<file path="config.mk">
export PLATFORM = sky130hd
export DESIGN_NAME = lsu_mem_master_flat
export DESIGN_NICKNAME = d
export VERILOG_FILES = /design/src/rtl/lsu_mem_master_if.sv /design/src/rtl/lsu_mem_master.sv /design/src/flat_wrapper.sv
export SDC_FILE = /design/constraint.sdc
export NUM_CORES = 1
export LEC_CHECK = 0
export CAP_MARGIN = 25
export CELL_PAD_IN_SITES_DETAIL_PLACEMENT = 0
export CELL_PAD_IN_SITES_GLOBAL_PLACEMENT = 1
export CORE_ASPECT_RATIO = 0.7
export CORE_MARGIN = 2
export CORE_UTILIZATION = 30
export DETAILED_ROUTE_END_ITERATION = 6
export GPL_ROUTABILITY_DRIVEN = 0
export PLACE_DENSITY = 0.73
export SETUP_SLACK_MARGIN = 0.02
export SLEW_MARGIN = 10
export SYNTH_ARGS = -nofsm -noshare
export SYNTH_HDL_FRONTEND = slang
export SYNTH_SLANG_ARGS = --single-unit
</file>
<file path="constraint.sdc">
create_clock -name clk -period 4.91 [get_ports clk]
set_input_delay 0.982 -clock clk [delete_from_list [all_inputs] [get_ports clk]]
set_output_delay 0.982 -clock clk [all_outputs]
set_load 0.005 [all_outputs]
</file>
<file path="src/rtl/lsu_mem_master_if.sv">
// Core-side request/response and memory-side strobe bundle for lsu_mem_master.
// Latency: none (wires only).
// Backpressure: core side uses busy as a request gate; memory side has no backpressure.
interface lsu_mem_master_if #(
  parameter int ADDR_W = 32
);
  // core request
  logic              req;
  logic              we;
  logic [1:0]        size;
  logic              sign_ext;
  logic [ADDR_W-1:0] addr;
  logic [31:0]       wdata;
  // core response
  logic              busy;
  logic              done;
  logic              err;
  logic [31:0]       rdata;
  // data memory
  logic              mem_read;
  logic              mem_write;
  logic [ADDR_W-1:0] mem_addr;
  logic [31:0]       mem_wdata;
  logic [31:0]       mem_rdata;

  // the load/store unit drives the memory strobes and the core response
  modport master (
    input  req, we, size, sign_ext, addr, wdata, mem_rdata,
    output busy, done, err, rdata, mem_read, mem_write, mem_addr, mem_wdata
  );

  // core plus memory environment around the unit
  modport slave (
    output req, we, size, sign_ext, addr, wdata, mem_rdata,
    input  busy, done, err, rdata, mem_read, mem_write, mem_addr, mem_wdata
  );
endinterface

</file>
<file path="src/rtl/lsu_mem_master.sv">
// Load/store unit: byte/half/word core accesses to a big-endian word memory, RMW for sub-word stores.
// Latency: accept->done = RD_LAT+1 load, 2 word store, RD_LAT+2 sub-word store, 1 misaligned trap.
// Backpressure: busy high from accept until the cycle after done; req while busy is dropped.
// Optional: LSU_MISALIGN_TRAP_EN makes misaligned half/word accesses complete with err=1.
module lsu_mem_master #(
  parameter int ADDR_W = 32,
  parameter int RD_LAT = 1
) (
  input logic              clk,
  input logic              rst_n,
  lsu_mem_master_if.master bus
);

  localparam int CNT_W = (RD_LAT > 1) ? $clog2(RD_LAT) : 1;

  typedef enum logic [1:0] {IDLE, RD, WR, DONE} state_t;

  state_t            r_state;
  state_t            w_next;
  logic              r_we;
  logic [1:0]        r_size;
  logic              r_sign;
  logic [1:0]        r_off;
  logic [31:0]       r_wdata;
  logic [CNT_W-1:0]  r_cnt;
  logic              r_err;
  logic [31:0]       r_rdata;
  logic [ADDR_W-1:0] r_mem_addr;
  logic [31:0]       r_mem_wdata;

  logic              w_misal;
  logic              w_rd_last;
  logic              w_busy;
  logic              w_done;
  logic              w_mem_read;
  logic              w_mem_write;
  logic [7:0]        w_byte;
  logic [15:0]       w_half;
  logic [31:0]       w_load;
  logic [31:0]       w_merge;

`ifdef LSU_MISALIGN_TRAP_EN
  // halfword must sit on an even byte, word (size 10 or 11) on offset 0
  assign w_misal = ((bus.size == 2'b01) && bus.addr[0]) ||
                   (bus.size[1] && (bus.addr[1:0] != 2'b00));
`else
  // low address bits that don't fit the access size are simply ignored
  assign w_misal = 1'b0;
`endif

  assign w_rd_last = (r_cnt == CNT_W'(RD_LAT - 1));

  // big-endian lane select: byte offset n lives at bit 8*(3-n), i.e. {~off,3'b0}
  always_comb begin
    w_byte  = bus.mem_rdata[{~r_off, 3'b000} +: 8];
    w_half  = bus.mem_rdata[{~r_off[1], 4'b0000} +: 16];
    w_load  = bus.mem_rdata;
    w_merge = bus.mem_rdata;
    case (r_size)
      2'b00: begin
        w_load = {{24{r_sign & w_byte[7]}}, w_byte};
        w_merge[{~r_off, 3'b000} +: 8] = r_wdata[7:0];
      end
      2'b01: begin
        w_load = {{16{r_sign & w_half[15]}}, w_half};
        w_merge[{~r_off[1], 4'b0000} +: 16] = r_wdata[15:0];
      end
      default: begin
        w_load  = bus.mem_rdata;
        w_merge = r_wdata;
      end
    endcase
  end

  // state register
  always_ff @(posedge clk or negedge rst_n) begin
    if (!rst_n) r_state <= IDLE;
    else        r_state <= w_next;
  end

  // next state and state-decoded strobes; strobes are pure state decodes so reset clears them at once
  always_comb begin
    w_next      = r_state;
    w_busy      = 1'b1;
    w_done      = 1'b0;
    w_mem_read  = 1'b0;
    w_mem_write = 1'b0;
    case (r_state)
      IDLE: begin
        w_busy = 1'b0;
        if (bus.req) begin
          if (w_misal)                    w_next = DONE;
          else if (!bus.we || !bus.size[1]) w_next = RD;
          else                            w_next = WR;
        end
      end
      RD: begin
        w_mem_read = 1'b1;
        if (w_rd_last) w_next = r_we ? WR : DONE;
      end
      WR: begin
        w_mem_write = 1'b1;
        w_next      = DONE;
      end
      DONE: begin
        w_done = 1'b1;
        w_next = IDLE;
      end
      default: w_next = IDLE;
    endcase
  end

  // request latch, read-wait counter, load capture and store merge
  always_ff @(posedge clk or negedge rst_n) begin
    if (!rst_n) begin
      r_we        <= 1'b0;
      r_size      <= 2'b00;
      r_sign      <= 1'b0;
      r_off       <= 2'b00;
      r_wdata     <= 32'h0;
      r_cnt       <= '0;
      r_err       <= 1'b0;
      r_rdata     <= 32'h0;
      r_mem_addr  <= '0;
      r_mem_wdata <= 32'h0;
    end else begin
      case (r_state)
        IDLE: begin
          if (bus.req) begin
            r_we    <= bus.we;
            r_size  <= bus.size;
            r_sign  <= bus.sign_ext;
            r_off   <= bus.addr[1:0];
            r_wdata <= bus.wdata;
            r_err   <= w_misal;
            r_cnt   <= '0;
            // a trapped access never touches the memory bus, so its address is left alone
            if (!w_misal) begin
              r_mem_addr <= {bus.addr[ADDR_W-1:2], 2'b00};
              if (bus.we && bus.size[1]) r_mem_wdata <= bus.wdata;
            end
          end
        end
        RD: begin
          r_cnt <= r_cnt + 1'b1;
          if (w_rd_last) begin
            if (r_we) r_mem_wdata <= w_merge;
            else      r_rdata     <= w_load;
          end
        end
        default: ;
      endcase
    end
  end

  assign bus.busy      = w_busy;
  assign bus.done      = w_done;
  assign bus.err       = w_done & r_err;
  assign bus.rdata     = r_rdata;
  assign bus.mem_read  = w_mem_read;
  assign bus.mem_write = w_mem_write;
  assign bus.mem_addr  = r_mem_addr;
  assign bus.mem_wdata = r_mem_wdata;

endmodule

</file>
<file path="src/flat_wrapper.sv">
// flat-port wrapper written by rule: the top's interface ports become plain ports
module lsu_mem_master_flat 
#(
  parameter int ADDR_W = 32,
  parameter int RD_LAT = 1
)
  (clk, rst_n, bus_req, bus_we, bus_size, bus_sign_ext, bus_addr, bus_wdata, bus_mem_rdata, bus_busy, bus_done, bus_err, bus_rdata, bus_mem_read, bus_mem_write, bus_mem_addr, bus_mem_wdata);
  lsu_mem_master_if #(.ADDR_W(ADDR_W)) bus_i ();
  input logic clk;
  input logic rst_n;
  input wire logic [$bits(bus_i.req)-1:0] bus_req;
  input wire logic [$bits(bus_i.we)-1:0] bus_we;
  input wire logic [$bits(bus_i.size)-1:0] bus_size;
  input wire logic [$bits(bus_i.sign_ext)-1:0] bus_sign_ext;
  input wire logic [$bits(bus_i.addr)-1:0] bus_addr;
  input wire logic [$bits(bus_i.wdata)-1:0] bus_wdata;
  input wire logic [$bits(bus_i.mem_rdata)-1:0] bus_mem_rdata;
  output wire logic [$bits(bus_i.busy)-1:0] bus_busy;
  output wire logic [$bits(bus_i.done)-1:0] bus_done;
  output wire logic [$bits(bus_i.err)-1:0] bus_err;
  output wire logic [$bits(bus_i.rdata)-1:0] bus_rdata;
  output wire logic [$bits(bus_i.mem_read)-1:0] bus_mem_read;
  output wire logic [$bits(bus_i.mem_write)-1:0] bus_mem_write;
  output wire logic [$bits(bus_i.mem_addr)-1:0] bus_mem_addr;
  output wire logic [$bits(bus_i.mem_wdata)-1:0] bus_mem_wdata;
  assign bus_i.req = bus_req;
  assign bus_i.we = bus_we;
  assign bus_i.size = bus_size;
  assign bus_i.sign_ext = bus_sign_ext;
  assign bus_i.addr = bus_addr;
  assign bus_i.wdata = bus_wdata;
  assign bus_i.mem_rdata = bus_mem_rdata;
  assign bus_busy = bus_i.busy;
  assign bus_done = bus_i.done;
  assign bus_err = bus_i.err;
  assign bus_rdata = bus_i.rdata;
  assign bus_mem_read = bus_i.mem_read;
  assign bus_mem_write = bus_i.mem_write;
  assign bus_mem_addr = bus_i.mem_addr;
  assign bus_mem_wdata = bus_i.mem_wdata;
  lsu_mem_master #(.ADDR_W(ADDR_W), .RD_LAT(RD_LAT)) u_core (.clk(clk), .rst_n(rst_n), .bus(bus_i));
endmodule
</file>
# ---- Word level (Yosys, flattened, before mapping)
# Cells that the tools add are included.
dict set report totals {
  in_bits 103
  rom_bits 0
  ff_bits 135
  latch_bits 0
  memories 0
  out_inout_bits 101
  ram_bits 0
}
dict set report classes {
  mux 20
  shift 6
  eq_ne 8
  magnitude_cmp 0
  add_sub_neg 3
  div_mod_pow 0
  mul 0
  bitwise_logic 6
  reduce_logical 12
}
# cell count
set ops {}
lappend ops {{32-bit case mux with 2 select lines} 3}
lappend ops {{32-bit 2-to-1 mux} 4}
lappend ops {{32-bit bitwise mux} 2}
lappend ops {{16-bit by 7-bit variable shift with 32-bit output (first input constant)} 1}
lappend ops {{8-bit by 7-bit variable shift with 32-bit output (first input constant)} 1}
lappend ops {{16-bit by 7-bit indexed part select with 32-bit output} 1}
lappend ops {{32-bit by 6-bit indexed part select with 16-bit output} 1}
lappend ops {{32-bit by 6-bit indexed part select with 8-bit output} 1}
lappend ops {{8-bit by 7-bit indexed part select with 32-bit output} 1}
lappend ops {{5-bit negator with 7-bit output} 2}
lappend ops {{2-bit case mux with 4 select lines} 1}
lappend ops {{1-bit 2-to-1 mux} 6}
lappend ops {{2-bit 2-to-1 mux} 3}
lappend ops {{2-bit AND reduction} 3}
lappend ops {{5-bit AND reduction} 1}
lappend ops {{2-bit by 1-bit == test with 1-bit output (second input constant)} 2}
lappend ops {{2-bit == test (second input constant)} 2}
lappend ops {{2-bit logical NOT} 2}
lappend ops {{2-bit by 1-bit != test with 1-bit output (second input constant)} 2}
lappend ops {{2-bit != test (second input constant)} 2}
lappend ops {{1-bit inverter} 3}
lappend ops {{3-bit AND reduction} 1}
lappend ops {{1-bit AND} 2}
lappend ops {{1-bit logical NOT} 2}
lappend ops {{6 further kinds} 6}

# ---- Depth between registers and ports, before layout
dict set report depth {
  depth_word 8
  ltp_mapped 10
  mapped_depth_nobuf 6
}

# ---- Least setup slack after synthesis
# No wires, ideal clock.
dict set report synth_timing {
  path_type {register to register}
  startpoint {reg u_core.r_off[1]}
  endpoint {reg u_core.r_mem_wdata[10] (netlist: u_core.bus.mem_wdata[10])}
  setup_slack_ps 2410
  arrival_ps 2436
  n_path_buf 4
  path_stages_with_launch 11
  setup_ps 64
  period_less_slack_ps 2500
  cell_sequence {dfrtp_1 -> buf_2 -> buf_2 -> buf_2 -> inv_1 -> ha_1 -> nor4bb_1 -> clkbuf_1 -> nand3_1 -> a41oi_1 -> mux2_4}
}
dict set report synth_between {
  elab_chain_len 8
  elab_cells_between_ends 14
  classes_between {add/sub: 2; shift: 4; mux: 6; bitwise: 2}
}
# element line_no
set synth_rtl {}
lappend synth_rtl {{start: declaration} lsu_mem_master.sv:23} ;# logic [1:0] r_off;
lappend synth_rtl {{start signal: assignment} lsu_mem_master.sv:133} ;# r_off <= bus.addr[1:0];
lappend synth_rtl {{1-bit inverter / 2-bit inverter (equally long branches)} {lsu_mem_master.sv:66, lsu_mem_master.sv:62}}
lappend synth_rtl {{5-bit negator with 7-bit output, on equally long branches} {lsu_mem_master.sv:66, lsu_mem_master.sv:62}}
lappend synth_rtl {{16-bit by 7-bit indexed part select with 32-bit output (tied with other cells)} lsu_mem_master.sv:66} ;# w_merge[{~r_off[1], 4'b0000} +: 16] = r_wdata[15:0];
lappend synth_rtl {{32-bit bitwise mux, on equally long branches} {lsu_mem_master.sv:66, lsu_mem_master.sv:62}}
lappend synth_rtl {{32-bit case mux with 2 select lines *} lsu_mem_master.sv:59} ;# case (r_size)
lappend synth_rtl {{32-bit 2-to-1 mux *} lsu_mem_master.sv:147} ;# if (r_we) r_mem_wdata <= w_merge;
lappend synth_rtl {{32-bit 2-to-1 mux *} lsu_mem_master.sv:146} ;# if (w_rd_last) begin
lappend synth_rtl {{32-bit case mux with 2 select lines *} lsu_mem_master.sv:127} ;# case (r_state)
lappend synth_rtl {{end signal: assignment} lsu_mem_master.sv:140} ;# if (bus.we && bus.size[1]) r_mem_wdata <= bus.wdata;
lappend synth_rtl {{end signal: assignment} lsu_mem_master.sv:147}
lappend synth_rtl {{end: declaration} lsu_mem_master.sv:29} ;# logic [31:0] r_mem_wdata;
# Mark *: on every way between the ends. The rest lies on a longest branch, timed or not. The select of a mux whose other input is x is not followed.
# A chain may end at the register's enable or synchronous reset.

# ---- Worst setup path in the final report
dict set report layout_timing {
  startpoint {reg u_core.r_state[1]}
  endpoint {out bus_mem_read}
}
dict set report layout_between {
  elab_chain_len 2
}
# element line_no
set layout_rtl {}
lappend layout_rtl {{start: declaration} lsu_mem_master.sv:18} ;# state_t r_state;
lappend layout_rtl {{start signal: assignment} lsu_mem_master.sv:78} ;# else r_state <= w_next;
lappend layout_rtl {{2-bit by 1-bit == test with 1-bit output} lsu_mem_master.sv:88} ;# case (r_state)
lappend layout_rtl {{1-bit 2-to-1 mux} lsu_mem_master.sv:88}
lappend layout_rtl {{end: declaration} flat_wrapper.sv:22} ;# output wire logic [$bits(bus_i.mem_read)-1:0] bus_mem_read;
# Every way passes these cells.

==> reports/results.ini <==
[floorplanning]
dieWidth_um = 187
die_y_um = 132
initial_core_util_pct = 30.9
core-area_um2 = 22800
dieArea_um2 = 24800
io_pins = 204
fp-row-count = 46

[clock_tree]
post_cts_buffers = 0
cts_made_buffers = 17
cts.sinks = 135
post_cts_resize_count = 0
hold_buffers = 0
cts_htree_levels = 4
cts-root-buf = clkbuf_16
cts_tree = built
clock_latency_ns = 0.42
clkTransAtPathRegs_ns = 0.06
cts_buffer_depth = 2

[min_path]
hp-start = u_core.bus.rdata[20]
hold_class = register to register

[worst_setup_path]
r2r-start = u_core.r_state[1]
ff2ff_path_depth = 7
worstPathRequired_ns = 3.93
timing.rr.end = u_core.bus.mem_wdata[30]
crit_type = register to output port
startpoint_type = register
cp.arrival_ns = 2.01
cp-startpoint = u_core.r_state[1]
critPathMaxFanout = 14
endpoint = bus_mem_read
rrSetupSlack_ns = 2.01
end_kind = output port

[synthesis]
synth_edf_count = 0
synth.avg_cell_area_um2 = 11.0
syn_area_um2 = 7050
synthFlopType = dfrtp_1
synth_seq_cells = 135
yosysUniqueCellTypes = 48
async_flop_share_pct = 100
syn_inst = 641
yosys_warnings = 0
ys_seq_area_share_pct = 47.9

[layout]
synthToLayoutAreaGrowth_pct = 39.0
final_util_pct = 42.9
layout_commonest_cell = clkdlybuf4s50_1
fin_cells = 1140
final_cell_mix = 199 x clkdlybuf4s50_1, 134 x dfrtp_1, 80 x mux2_2, 62 x nand2_1, 58 x nand3_1
design_area_um2 = 9800
nets = 931
layout-drive-gt1-share_pct = 18.9

[job]
drv_cap = 0

[sta]
period_minus_slack_ns = 2.99
drv_slew = 0
finalClockSkew_ns = 0.0104
finalHoldWorstSlack_ns = 0.489
hold_viol = 0
tns_ns = 0
max_slew.worst_pin.slew_ns = 0.958
fin_crit_sh_pct = 61.0
setup_viol = 0
fmax_ghz = 0.334
maxSlewHeadroom_pct = 36.0
rsz0062_at_grt = no

[routing]
drc = 0
ant_nets = 0
drt_iter0_drc = 396
num_vias = 5815
wl_um = 23800
wire_per_inst_um = 20.9
vias_per_cell = 5.10
firstDrtPassIters = 7

[power_and_ir_drop]
p_per_area_nw_per_um2 = 690
p_leak_nw = 4.03
ir_drop_v = 0.000405

[placement]
port-buffer-count = 200
hpwl_um = 17500
placed_cells = 1112
placed_area_um2 = 9270

[run_status]
outcome = completed

[global_routing]
grt_max_degree = 78
use_met1_pct = 28.7
grt_pass1_wl_um = 36900
grt_pass1_vias = 5868
grt.overflow.total = 0
grtUsageMet3_pct = 6.76
antenna_found_initial = 2
grt_util_all_layers_pct = 19.6
busiest_layer = met1
met2_usage_pct = 27.4

## worst min path at each step
stage                               to  slack [ns]  cells after the start
3_3_place_gp      u_core.bus.rdata[29]        0.48                      2
4_1_cts           u_core.bus.rdata[29]        0.50                      2
3_5_place_dp      u_core.bus.rdata[29]        0.48                      2
5_1_grt        u_core.bus.mem_addr[21]        0.51                      1
2_1_floorplan       u_core.r_wdata[17]        0.48                      1
6_report          u_core.bus.rdata[20]        0.49                      2
## cell usage after synthesis, types with 12 or more instances
cell	instances	area [um2]
buf_2	13	65.1
o21ai_0	19	95.1
a221oi_1	15	131
a31oi_1	34	213
mux2_2	80	901
nand3_1	58	290
nand2_1	63	236
buf_1	12	45.0
nor2_1	37	139
dfrtp_1	135	3380
a21oi_1	19	95.1
mux2_4	20	300
clkbuf_1	19	71.3
## registers in the layout, indices dropped and copies added (netlist names)
signal,flops
u_core.r_sign,1
u_core.r_off,2
u_core.r_size,2
u_core.r_wdata,32
u_core.r_we,1
u_core.bus.mem_addr,30
u_core.r_cnt,1
u_core.r_state,2
u_core.bus.mem_wdata,32
u_core.bus.rdata,32
## critical path, stage by stage (launching register included)
cell and delay, ns:
dfrtp_1 0.40, inv_1 0.09, ha_1 0.47, clkdlybuf4s50_1 0.62
## per-stage QoR
stage,power (mW),setup WS [ns]
finish,6.76,1.92
global route,7.22,1.72
CTS,6.80,1.86
detailed placement,5.58,1.77
global placement,5.53,1.81
floorplan,4.10,2.41
## final cells by class
class,instances,area (um2)
antenna,1,2.50
clock inverter,4,48.8
clock buffer,23,478
multi-input combinational,445,3370
sequential,135,3380
fill,2184,13100
timing repair buffer,213,2100
inverter,7,26.3
tap,312,390
## report_power, final
part / total, mW / switching (mW) / internal [mW]
Sequential: 2.21 / 0.521 / 1.69
Clock: 1.19 / 0.472 / 0.722
Combinational: 3.36 / 1.51 / 1.85
Total: 6.76 / 2.50 / 4.26
## per-layer routing
layer / routed length [um] / share of wire, % / vias up
li1: - / - / 2703
met5: 13 / 0.055 / -
met1: 11400 / 48 / 2848
met2: 10000 / 42 / 235
met3: 2050 / 8.6 / 27
met4: 315 / 1.3 / 2
## kinds of logic (layout without fill, tap and decap cells)
group / count (synthesis) / after routing / synth area share [%]
adders and majority gates: 9 / 9 / 1.60
buffers and inverters: 63 / 247 / 4.45
and+or+nand+nor: 209 / 209 / 15.3
AOI/OAI and AO/OA: 112 / 112 / 10.8
DFF: 135 / 135 / 47.9
other: 1 / 4 / 0.0532
muxes: 112 / 112 / 19.9
(Power assumes the default switching activity.)
